## src/rtl/machine_timer.sv

```systemverilog
// Machine timer: 64-bit mtime with prescaled tick, 64-bit mtimecmp and a registered
// level interrupt, accessed through a single-cycle register strobe.
module machine_timer (
  input  logic        clk,
  input  logic        reset,
  input  logic        sel,
  input  logic        we,
  input  logic [4:0]  addr,
  input  logic [31:0] wdata,
  output logic [31:0] rdata,
  output logic        rvalid,
  output logic        timer_int
);

  localparam logic [2:0] AddrMtimeLo = 3'd0;
  localparam logic [2:0] AddrMtimeHi = 3'd1;
  localparam logic [2:0] AddrCmpLo   = 3'd2;
  localparam logic [2:0] AddrCmpHi   = 3'd3;
  localparam logic [2:0] AddrCtrl    = 3'd4;

  logic [63:0] mtime_q, mtime_d;
  logic [63:0] mtimecmp_q, mtimecmp_d;
  logic        en_q, en_d;
  logic [7:0]  prescale_q, prescale_d;
  logic [7:0]  pcnt_q, pcnt_d;
  logic [31:0] rdata_q, rdata_d;
  logic        rvalid_q, rvalid_d;
  logic        timer_int_q, timer_int_d;

  logic [2:0]  word;
  logic        wr_en;
  logic        rd_en;
  logic        tick;
  logic        unused_addr;

  assign word        = addr[4:2];
  assign wr_en       = sel & we;
  assign rd_en       = sel & ~we;
  assign tick        = en_q && (pcnt_q == prescale_q);
  assign unused_addr = ^addr[1:0];

  always_comb begin
    mtime_d     = mtime_q;
    mtimecmp_d  = mtimecmp_q;
    en_d        = en_q;
    prescale_d  = prescale_q;
    pcnt_d      = 8'd0;
    rdata_d     = rdata_q;
    rvalid_d    = rd_en;
    timer_int_d = (mtime_q >= mtimecmp_q);

    if (en_q) begin
      pcnt_d = tick ? 8'd0 : pcnt_q + 8'd1;
    end
    if (tick) begin
      mtime_d = mtime_q + 64'd1;
    end

    // A software write to either mtime half replaces the whole increment for this edge.
    if (wr_en) begin
      case (word)
        AddrMtimeLo: mtime_d    = {mtime_q[63:32], wdata};
        AddrMtimeHi: mtime_d    = {wdata, mtime_q[31:0]};
        AddrCmpLo:   mtimecmp_d = {mtimecmp_q[63:32], wdata};
        AddrCmpHi:   mtimecmp_d = {wdata, mtimecmp_q[31:0]};
        AddrCtrl: begin
          en_d       = wdata[0];
          prescale_d = wdata[15:8];
          pcnt_d     = 8'd0;
        end
        default: ;
      endcase
    end

    if (rd_en) begin
      case (word)
        AddrMtimeLo: rdata_d = mtime_q[31:0];
        AddrMtimeHi: rdata_d = mtime_q[63:32];
        AddrCmpLo:   rdata_d = mtimecmp_q[31:0];
        AddrCmpHi:   rdata_d = mtimecmp_q[63:32];
        AddrCtrl:    rdata_d = {16'd0, prescale_q, 7'd0, en_q};
        default:     rdata_d = 32'd0;
      endcase
    end
  end

  always_ff @(posedge clk) begin
    if (reset) begin
      mtime_q     <= 64'd0;
      mtimecmp_q  <= {64{1'b1}};
      en_q        <= 1'b0;
      prescale_q  <= 8'd0;
      pcnt_q      <= 8'd0;
      rdata_q     <= 32'd0;
      rvalid_q    <= 1'b0;
      timer_int_q <= 1'b0;
    end else begin
      mtime_q     <= mtime_d;
      mtimecmp_q  <= mtimecmp_d;
      en_q        <= en_d;
      prescale_q  <= prescale_d;
      pcnt_q      <= pcnt_d;
      rdata_q     <= rdata_d;
      rvalid_q    <= rvalid_d;
      timer_int_q <= timer_int_d;
    end
  end

  assign rdata     = rdata_q;
  assign rvalid    = rvalid_q;
  assign timer_int = timer_int_q;

endmodule

```

## config.mk

```make
export PLATFORM = sky130hd
export DESIGN_NAME = machine_timer
export DESIGN_NICKNAME = d
export VERILOG_FILES = /design/src/rtl/machine_timer.sv
export SDC_FILE = /design/constraint.sdc
export NUM_CORES = 1
export LEC_CHECK = 0
export BUFFER_PORTS_ARGS = -buffer_cell sky130_fd_sc_hd__buf_2
export CORE_ASPECT_RATIO = 0.7
export CORE_MARGIN = 4
export CORE_UTILIZATION = 55
export CTS_CLUSTER_SIZE = 40
export DETAILED_ROUTE_END_ITERATION = 16
export GPL_TIMING_DRIVEN = 0
export PLACE_DENSITY_LB_ADDON = 0.25
export SETUP_SLACK_MARGIN = 0.3
export SLEW_MARGIN = 5
export SYNTH_ARGS = -nofsm -noshare
export SYNTH_HDL_FRONTEND = slang
export SYNTH_SLANG_ARGS = --single-unit
```

## constraint.sdc

```tcl
create_clock -name clk -period 6.16 [get_ports clk]
set_input_delay 0.924 -clock clk [delete_from_list [all_inputs] [get_ports clk]]
set_output_delay 0.924 -clock clk [all_outputs]
set_load 0.05 [all_outputs]
```

==> metrics.txt, run 1 <==
status=finished, final reports clean; Initial Util=0.5666; Period minus WS final=about 3700 ps; syn avg cell area=roughly 8.4 um^2; clock buffer depth=2; Post-synth EDFFs=0; PostCTS Resize Cnt=0; cts-stage hold buffer count=0; Tightest Hold Check Type=flip-flop to flip-flop; Max Cap Viol=0; Worst setup EP type=flip-flop; CTS buffer count=17; final instance area=12060 um^2; crit-path max FO=10; clk sinks=~180; Total Wirelength=between 40000 and 50000 um; via count=11458; drt drc=0; Setup TNS=0 ps; clk_skew=approximately 14 ps; H-tree depth=4; die height=roughly 130 um; Initial DRC Count=~2000; RSZ-0062 raised after global routing=false; ordered cell list for the critical path=clkbuf_1 -> and4bb_2 -> and2_0 -> clkbuf_1 -> clkbuf_1 -> clkbuf_1 -> o21ai_0 -> a31oi_1; CP Launch Point=addr[4]; initial antenna violation count=1; Rows=42; Root Driver=clkbuf_16; final period utilization=0.5983; count of pins over their slew limit=0; Distinct cells, synth=81; metal1 wirelength=~18000 um; ys flop type=dfxtp_1; full die area=roughly 22000 um^2; WL met3=around 6700 um; Worst Path Required=approximately 6500 ps; WL met2=about 16000 um; Mapped Cells=approximately 1300; critical path class=primary input to flip-flop; Power Density=214.5 nW/um^2; synthesized cell area=approximately 11000 um^2; hold_ws=503.5 ps; fillcell total=1757; IO Pins=75; final hold viol count=0; Clock Latency Late Sink=about 460 ps; CTS clk-pin slew, worst paths=70 ps; Final Wtd Congestion=~1.0; worst stage delay on the critical path=roughly 730 ps; CTS tree=done; Antenna Nets Post-Route=0; overall power=about 2.6 mW; placed inst area=about 11000 um^2; DIE WIDTH=between 150 and 200 um; diode count=0; CP Launch Type=primary input; Synth Warn #=0; number of synthesized register bits=~180; GRT overflow=0; Max Used Layer=met5; global-route wire length before repair=64160 um; Pre-Repair DR Iteration Count=6; Core Area=19080 um^2; IO Port Bufs=between 60 and 70; slowest cell on the critical path=clkbuf_1; fraction of registers with async set/reset=0; largest net degree at the start of global routing=18; Leak=about 5.1 nW; final setup fails=0; worst-margin pin slew=around 1300 ps; Syn Nets=1392; nets=between 1000 and 1500; Max Fclk=between 200 and 300 MHz; GRT Total Usage=0.3808; DP HPWL=~32000 um; Area Overhead vs Synth=11.61%; CP Buf/Inv Count=4; # Post-CTS Setup Buffers=0; reg-to-reg critical path startpoint=mtime_q[1]; CP arrival=approximately 4100 ps; Avg WL per Cell=~26 um; vias in the first global route=between 10000 and 15000; proportion of layout cells with a drive suffix above 1=0.1264; register area share after synthesis=0.3315; relative slew slack=0.1199; VDD IR max=around 0.00018 V; HP Start=rdata[6]; Crit path max-delay family=buffers and inverters; cell mode on critical path=clkbuf_1; Via density=a little under 7
==> power by group <==
group / internal [mW] / switching [mW]
combinational: 0.0747 / 0.183
clock: 0.583 / 0.547
sequential: 1.18 / 0.0215
total: 1.84 / 0.751
==> routing by layer <==
layer | up-vias | global-route usage
li1 | 5004 | -
met1 | 5452 | 0.5611
met2 | 882 | 0.5025
met3 | 118 | 0.1445
met4 | 2 | 0.1370
met5 | - | 0
==> layout make-up <==
type / instances / area, um^2 / area share
Clock buffer: 18 / 439.2 / 0.03640
Timing Repair Buffer: 68 / 340.3 / 0.02821
Clock inverter: 14 / 145.1 / 0.01203
Multi-Input combinational cell: 944 / 6566 / 0.5443
Tap cell: 264 / 330.3 / 0.02738
Inverter: 70 / 262.8 / 0.02178
Buffer: 92 / 396.6 / 0.03288
Sequential cell: 179 / 3583 / 0.2970
==> sequential cells by signal, summed over array words and instances, names as in the netlist <==
register,cells
mtime_q,64
mtimecmp_q,64
rdata,32
pcnt_q,8
prescale_q,8
en_q,1
rvalid,1
timer_int,1
==> cells in the final DEF, fill, tap and decap left out, types with 8 or more instances in the layout <==
cell	instances
ha_1	66
dfxtp_1	179
nor3_1	16
nand4_1	42
a31oi_1	28
and2_1	10
and4_1	8
buf_1	9
o211ai_1	85
xnor2_1	9
or4_1	12
clkbuf_16	17
clkbuf_1	64
o21ai_0	36
buf_2	80
a22oi_1	76
mux4_2	23
nand3_1	43
a211oi_1	10
a21o_1	12
inv_1	69
o22ai_1	13
and3_1	22
nor4_1	8
nand2_1	153
nor2_1	100
a21oi_1	50
or3_1	10
mux2i_1	14
==> worst paths after layout <==
| path | endpoint | slack [ps] | cells past startpoint |
|---|---|---|---|
| worst max register to register | mtime_q[30] | 2970 | 9 |
| worst min register to register | rdata[6] | 500 | 2 |
| worst min-delay path | rdata[6] | 500 | 2 |
| worst max-delay path | mtime_q[31] | 2470 | 8 |
==> Yosys cell counts (5+ instances only) <==
cell type,count,area (um^2)
a211oi_1,10,75.07
ha_1,66,825.8
a311oi_1,5,43.79
buf_1,9,33.78
a21oi_1,50,250.2
nand2_1,153,574.3
a31oi_1,28,175.2
and4_1,8,70.07
and2_1,10,62.56
mux2i_1,14,140.1
nor3_1,16,80.08
a21o_1,12,90.09
or3_1,10,62.56
o211ai_1,85,638.1
o22ai_1,13,81.33
nand3_1,43,215.2
a22o_1,5,43.79
or4_1,12,90.09
a22oi_1,76,570.6
inv_1,69,259.0
buf_2,12,60.06
o21ai_0,36,180.2
xnor2_1,9,78.83
clkbuf_1,64,240.2
dfxtp_1,179,3583
a31o_2,5,43.79
mux4_2,23,518.0
xor2_1,7,61.31
nor4_1,8,50.05
nand4_1,42,262.8
nor2_1,100,375.4
and3_1,22,137.6
==> metrics by stage <==
step	setup slack [ps]	cells	util
floorplan	3522	1285	-
global placement	2301	1617	0.6018
detailed placement	2355	1617	0.6018
CTS	2817	1649	0.6324
global route	2544	1649	0.6324
finish	2475	1649	0.6324
==> worst register-to-register path, cell delays in order, from the launching register on <==
cell	delay, ps
dfxtp_1	430
ha_1	210
and2_1	120
clkbuf_1	350
nand4_1	290
nor4_2	510
buf_2	400
and4_1	300
nor3_1	60
a2111oi_0	390
==> cells by family after synthesis <==
kind of cell | count (synthesis) | share of synthesized area
xor gates and xnor gates | 17 | 0.01447
and+or+nand+nor | 461 | 0.2210
AOI/OAI and AO/OA | 360 | 0.2316
buffers and inverters | 162 | 0.06100
DFF | 179 | 0.3315
adders and majority gates | 66 | 0.07640
muxes | 40 | 0.06401
No activity file was read; power rests on OpenSTA's default activity.
==> inputs of run 2 (changes only) <==
Clock period 6.16 ns to 3.7 ns, I/O delays scaled along.
==> run 2 against run 1 <==
Effect of this change: flip-flop and latch count unchanged; sequential power grew 67%; worst hold slack worse by 110 ps; non-clock buffer count unchanged; largest cell class unchanged.
==> metrics.txt, run 2 (synthesis gave the netlist of run 1 again) <==
Sw Share=0.2901; cell mode on critical path=clkbuf_1; CP arrival=approximately 3700 ps; # Post-CTS Setup Buffers=0; HP Start=wdata[24]; Final Wtd Congestion=roughly 1.0; Reg2Reg Depth=9; final setup fails=0; GRT Total Usage=0.3808; global-route wire length before repair=between 60000 and 70000 um; initial antenna violation count=1; slowest cell on the critical path=clkbuf_1; Core Area=about 19000 um^2; vias in the first global route=between 10000 and 15000; Total Wirelength=42880 um; CP Buf/Inv Count=4; CP Launch Type=primary input; DIE WIDTH=about 180 um; count of pins over their slew limit=0; final hold viol count=0; RSZ-0062 raised after global routing=false; WHS Path Cells=3; Period minus WS final=approximately 3300 ps; Leak=just over 5 nW; H-tree depth=4; worst-margin pin slew=1335 ps; Worst setup EP type=flip-flop; slack of the worst reg-to-reg path=540 ps; reg-to-reg critical path startpoint=mtime_q[0]; WHS Endpoint=mtimecmp_q[56]; diode count=0; GRT overflow=0; Area Overhead vs Synth=11.61%; most common cell after layout, fill and taps aside=dfxtp_1; most frequent cells in the layout=dfxtp_1 (179), nand2_1 (153), nor2_1 (100); proportion of layout cells with a drive suffix above 1=0.1264; Pre-Repair DR Iteration Count=6; Antenna Nets Post-Route=0; crit-path max FO=10; Util after Layout=0.6324; Internal=about 3.1 mW; VDD IR max=slightly below 0.0003 V; Worst Path Required=between 4000 and 5000 ps; cts-stage hold buffer count=0; switching power=approximately 1.2 mW; Root Driver=clkbuf_16; via count=about 11000; worst stage delay on the critical path=~730 ps; CTS buffer count=17; sequential power share=0.464; critical path class=primary input to flip-flop; Power Density=around 360 nW/um^2; r2r endpoint=mtime_q[30]; full die area=roughly 22000 um^2; IO Pins=75; Clock Latency Late Sink=approximately 460 ps; Clk network pwr share=0.436; ordered cell list for the critical path=clkbuf_1 -> and4bb_2 -> and2_0 -> clkbuf_1 -> clkbuf_1 -> clkbuf_1 -> o21ai_0 -> a31oi_1; CTS clk-pin slew, worst paths=~80 ps; Initial Util=0.5666; fillcell total=between 1500 and 2000; Comb pwr share=0.100; Rows=42; clock buffer depth=2; drt drc=0; CTS tree=done; Max Cap Viol=0; Setup TNS=0 ps; Via density=~6.9; PostCTS Resize Cnt=0; clk_skew=around 16 ps; final period utilization=0.8910; IO Port Bufs=a little under 70; Crit path max-delay family=buffers and inverters; largest net degree at the start of global routing=18; Initial DRC Count=2042; status=finished, final reports clean; Max Fclk=303.3 MHz; nets=roughly 1500; Tightest Hold Check Type=primary input to flip-flop; relative slew slack=0.1101; die height=about 130 um; clk sinks=between 150 and 200; DP HPWL=approximately 32000 um; Avg WL per Cell=about 26 um
==> run 2: metal layers <==
layer / wire (um) / part of all wire / vias to the layer above / global-route usage
met5: 16 / 0.00037 / - / 0
met1: 18240 / 0.43 / 5449 / 0.5613
met2: 16410 / 0.38 / 884 / 0.5027
li1: - / - / 4998 / -
met3: 6770 / 0.16 / 122 / 0.1442
met4: 1442 / 0.034 / 2 / 0.1366
==> run 2: worst min-delay path: stages <==
cell,delay (ps)
buf_2,130
nand2_1,60
o211ai_1,80
==> run 2: per-stage QoR <==
step / instance area [um^2] / total power, mW / setup slack (ps) / hold slack [ps] / instances
final: 12060 / 4.306 / 403.1 / 392.3 / 1649
after global routing: 12060 / 4.399 / 453.2 / 396.4 / 1649
after CTS: 12060 / 4.274 / 717.7 / 386.9 / 1649
after detailed placement: 11480 / 2.450 / 263.6 / 493.6 / 1617
after global placement: 11480 / 2.445 / 209.9 / 484.6 / 1617
after floorplan: 10810 / 2.278 / 1431 / 459.9 / 1285
==> run 2: final cells by class <==
cell class / instances / area (um^2) / area share
Multi-Input combinational cell: 944 / 6566 / 0.5443
Inverter: 70 / 262.8 / 0.02178
Clock inverter: 14 / 145.1 / 0.01203
Tap cell: 264 / 330.3 / 0.02738
Timing Repair Buffer: 68 / 340.3 / 0.02821
Sequential cell: 179 / 3583 / 0.2970
Clock buffer: 18 / 439.2 / 0.03640
Buffer: 92 / 396.6 / 0.03288
==> run 2: worst max-delay path by stage <==
| stage | cells past startpoint | start | slack [ps] | end |
|---|---|---|---|---|
| 2_1_floorplan | 8 | addr[3] | 1430 | mtime_q[49] |
| 3_3_place_gp | 8 | addr[4] | 210 | mtime_q[31] |
| 3_5_place_dp | 8 | addr[4] | 260 | mtime_q[31] |
| 4_1_cts | 9 | mtime_q[1] | 720 | mtime_q[30] |
| 5_1_grt | 8 | addr[4] | 450 | mtime_q[31] |
| 6_report | 8 | addr[4] | 400 | mtime_q[31] |
==> run 2: power by group through the flow <==
stage | registers, mW | logic, mW | clock network (mW)
final | 2.00 | 0.430 | 1.88
after global routing | 2.00 | 0.449 | 1.95
after detailed placement | 2.04 | 0.409 | 0
after global placement | 2.04 | 0.404 | 0
after floorplan | 2.07 | 0.211 | 0
after CTS | 2.00 | 0.411 | 1.87
==> inputs of run 3 (changes only) <==
Settings changed: CTS_BUF_LIST set to sky130_fd_sc_hd__clkbuf_4 sky130_fd_sc_hd__clkbuf_8.
Clock period 3.7 ns to 4.1 ns, I/O delays scaled along.
==> run 3 against run 2 <==
Effect of this change: worst setup slack improved by 360 ps; clock-buffer cell count unchanged; clock skew increased by 5.1 ps; via count decreased by 0.70%; first-iteration DRC count decreased by 9.5%; combinational power decreased by 10%; design area decreased by 1.6%; clock power decreased by 32%; global-route usage decreased by 0.12 points; highest routed layer unchanged; sequential share of layout area increased by 0.48 points; largest cell class unchanged.
==> metrics.txt, run 3 (synthesis gave the netlist of run 1 again) <==
Power Density=about 290 nW/um^2; worst stage delay on the critical path=approximately 740 ps; Root Driver=clkbuf_8; drt drc=0; Max Cap Viol=0; relative slew slack=0.1132; nets=~1500; ordered cell list for the critical path=clkbuf_1 -> and4bb_2 -> and2_0 -> clkbuf_1 -> clkbuf_1 -> clkbuf_1 -> o21ai_0 -> a31oi_1; Tightest Hold Check Type=primary input to flip-flop; Setup WS post-layout=between 700 and 800 ps; full die area=~22000 um^2; WHS Endpoint=mtimecmp_q[58]; slowest cell on the critical path=clkbuf_1; DP Worst Slack=603.6 ps; CP arrival=roughly 3700 ps; Max Fclk=approximately 300 MHz; final period utilization=0.8129; clock buffer depth=2; PostCTS Resize Cnt=0; Worst Path Required=4500 ps; DIE WIDTH=approximately 180 um; initial antenna violation count=0; GRT Total Usage=0.3796; Leak=approximately 5 nW; diode count=0; CP Launch Type=primary input; Via density=between 6 and 7; status=finished, final reports clean; H-tree depth=4; die height=~130 um; final setup fails=0; HP Start=wdata[26]; reg-to-reg critical path startpoint=mtime_q[0]; r2r endpoint=mtime_q[30]; count of pins over their slew limit=0; via count=~11000; slack of the worst reg-to-reg path=between 900 and 1000 ps; cell mode on critical path=clkbuf_1; IO Port Bufs=68; most frequent cells in the layout=dfxtp_1 (179), nand2_1 (153), nor2_1 (100); Area Overhead vs Synth=9.839%; critical path class=primary input to flip-flop; Core Area=19080 um^2; DP HPWL=between 30000 and 40000 um; Total Wirelength=roughly 43000 um; global-route wire length before repair=between 60000 and 70000 um; vias in the first global route=slightly above 10000; final cell count without fillers=1649; Final Wtd Congestion=1.027; Avg WL per Cell=roughly 26 um; crit-path max FO=10; Period minus WS final=about 3300 ps; clk_skew=about 21 ps; worst-margin pin slew=1330 ps; final hold viol count=0; clk sinks=about 180; WHS Path Cells=3; largest net degree at the start of global routing=18; Initial Util=0.5666; RSZ-0062 raised after global routing=false; cts-stage hold buffer count=0; Rows=42; CTS clk-pin slew, worst paths=110 ps; Worst setup EP type=flip-flop; CTS buffer count=17; Setup TNS=0 ps; Clock Latency Late Sink=around 500 ps; Antenna Nets Post-Route=0; GRT overflow=0; Reg2Reg Depth=9; VDD IR max=around 0.00033 V; placed cell count=approximately 1600; proportion of layout cells with a drive suffix above 1=0.1264; # Post-CTS Setup Buffers=0; most common cell after layout, fill and taps aside=dfxtp_1; Pre-Repair DR Iteration Count=7; CTS tree=done; Initial DRC Count=~1800; IO Pins=75
## run 3: cell counts in the layout (fill, tap and decap cells not counted)
No cell type changed its count.
## run 3: report_power, final
part | switching (mW) | leakage (nW) | internal (mW) | total (mW)
Combinational | 0.275 | 3.36 | 0.112 | 0.387
Sequential | 0.0323 | 1.45 | 1.77 | 1.80
Clock | 0.759 | 0.192 | 0.518 | 1.28
## run 3: final cells by class
class                           instances  area [um^2]
Fill cell                            1775         7203
Multi-Input combinational cell        944         6566
Sequential cell                       179         3583
Buffer                                 92        396.6
Timing Repair Buffer                   68        340.3
Tap cell                              264        330.3
Inverter                               70        262.8
Clock buffer                           18        247.7
Clock inverter                         14        145.1
## run 3: critical path, delay by kind of cell
| family | cells | cell delay, ps |
|---|---|---|
| buffers and inverters | 4 | 2050 |
| AND/OR/NAND/NOR | 2 | 630 |
| AO/OA/AOI/OAI | 2 | 420 |
## run 3: stage by stage
step | util | area (um^2) | power (mW) | hold WS, ps
after CTS | 0.6224 | 11870 | 3.442 | 400.2
after global placement | 0.6018 | 11480 | 2.206 | 484.6
after floorplan | - | 10810 | 2.056 | 459.9
final | 0.6224 | 11870 | 3.468 | 412.7
after global routing | 0.6224 | 11870 | 3.561 | 398.3
after detailed placement | 0.6018 | 11480 | 2.211 | 493.6
## run 3: worst max path at each step
stage | slack [ps] | cells past startpoint | to | start
final | 770 | 8 | mtime_q[31] | addr[4]
after global placement | 550 | 8 | mtime_q[31] | addr[4]
after floorplan | 1770 | 8 | mtime_q[49] | addr[3]
after global routing | 830 | 8 | mtime_q[31] | addr[4]
after detailed placement | 600 | 8 | mtime_q[31] | addr[4]
after CTS | 1110 | 8 | mtime_q[31] | addr[4]
## run 3: layer usage
metal,routed length [um],part of all wire,vias to the layer above,global-route usage
li1,-,-,4983,-
met1,18050,0.42,5388,0.5541
met2,16180,0.38,869,0.4991
met3,6694,0.16,133,0.1518
met4,1632,0.038,2,0.1324
met5,135,0.0032,-,0.04167
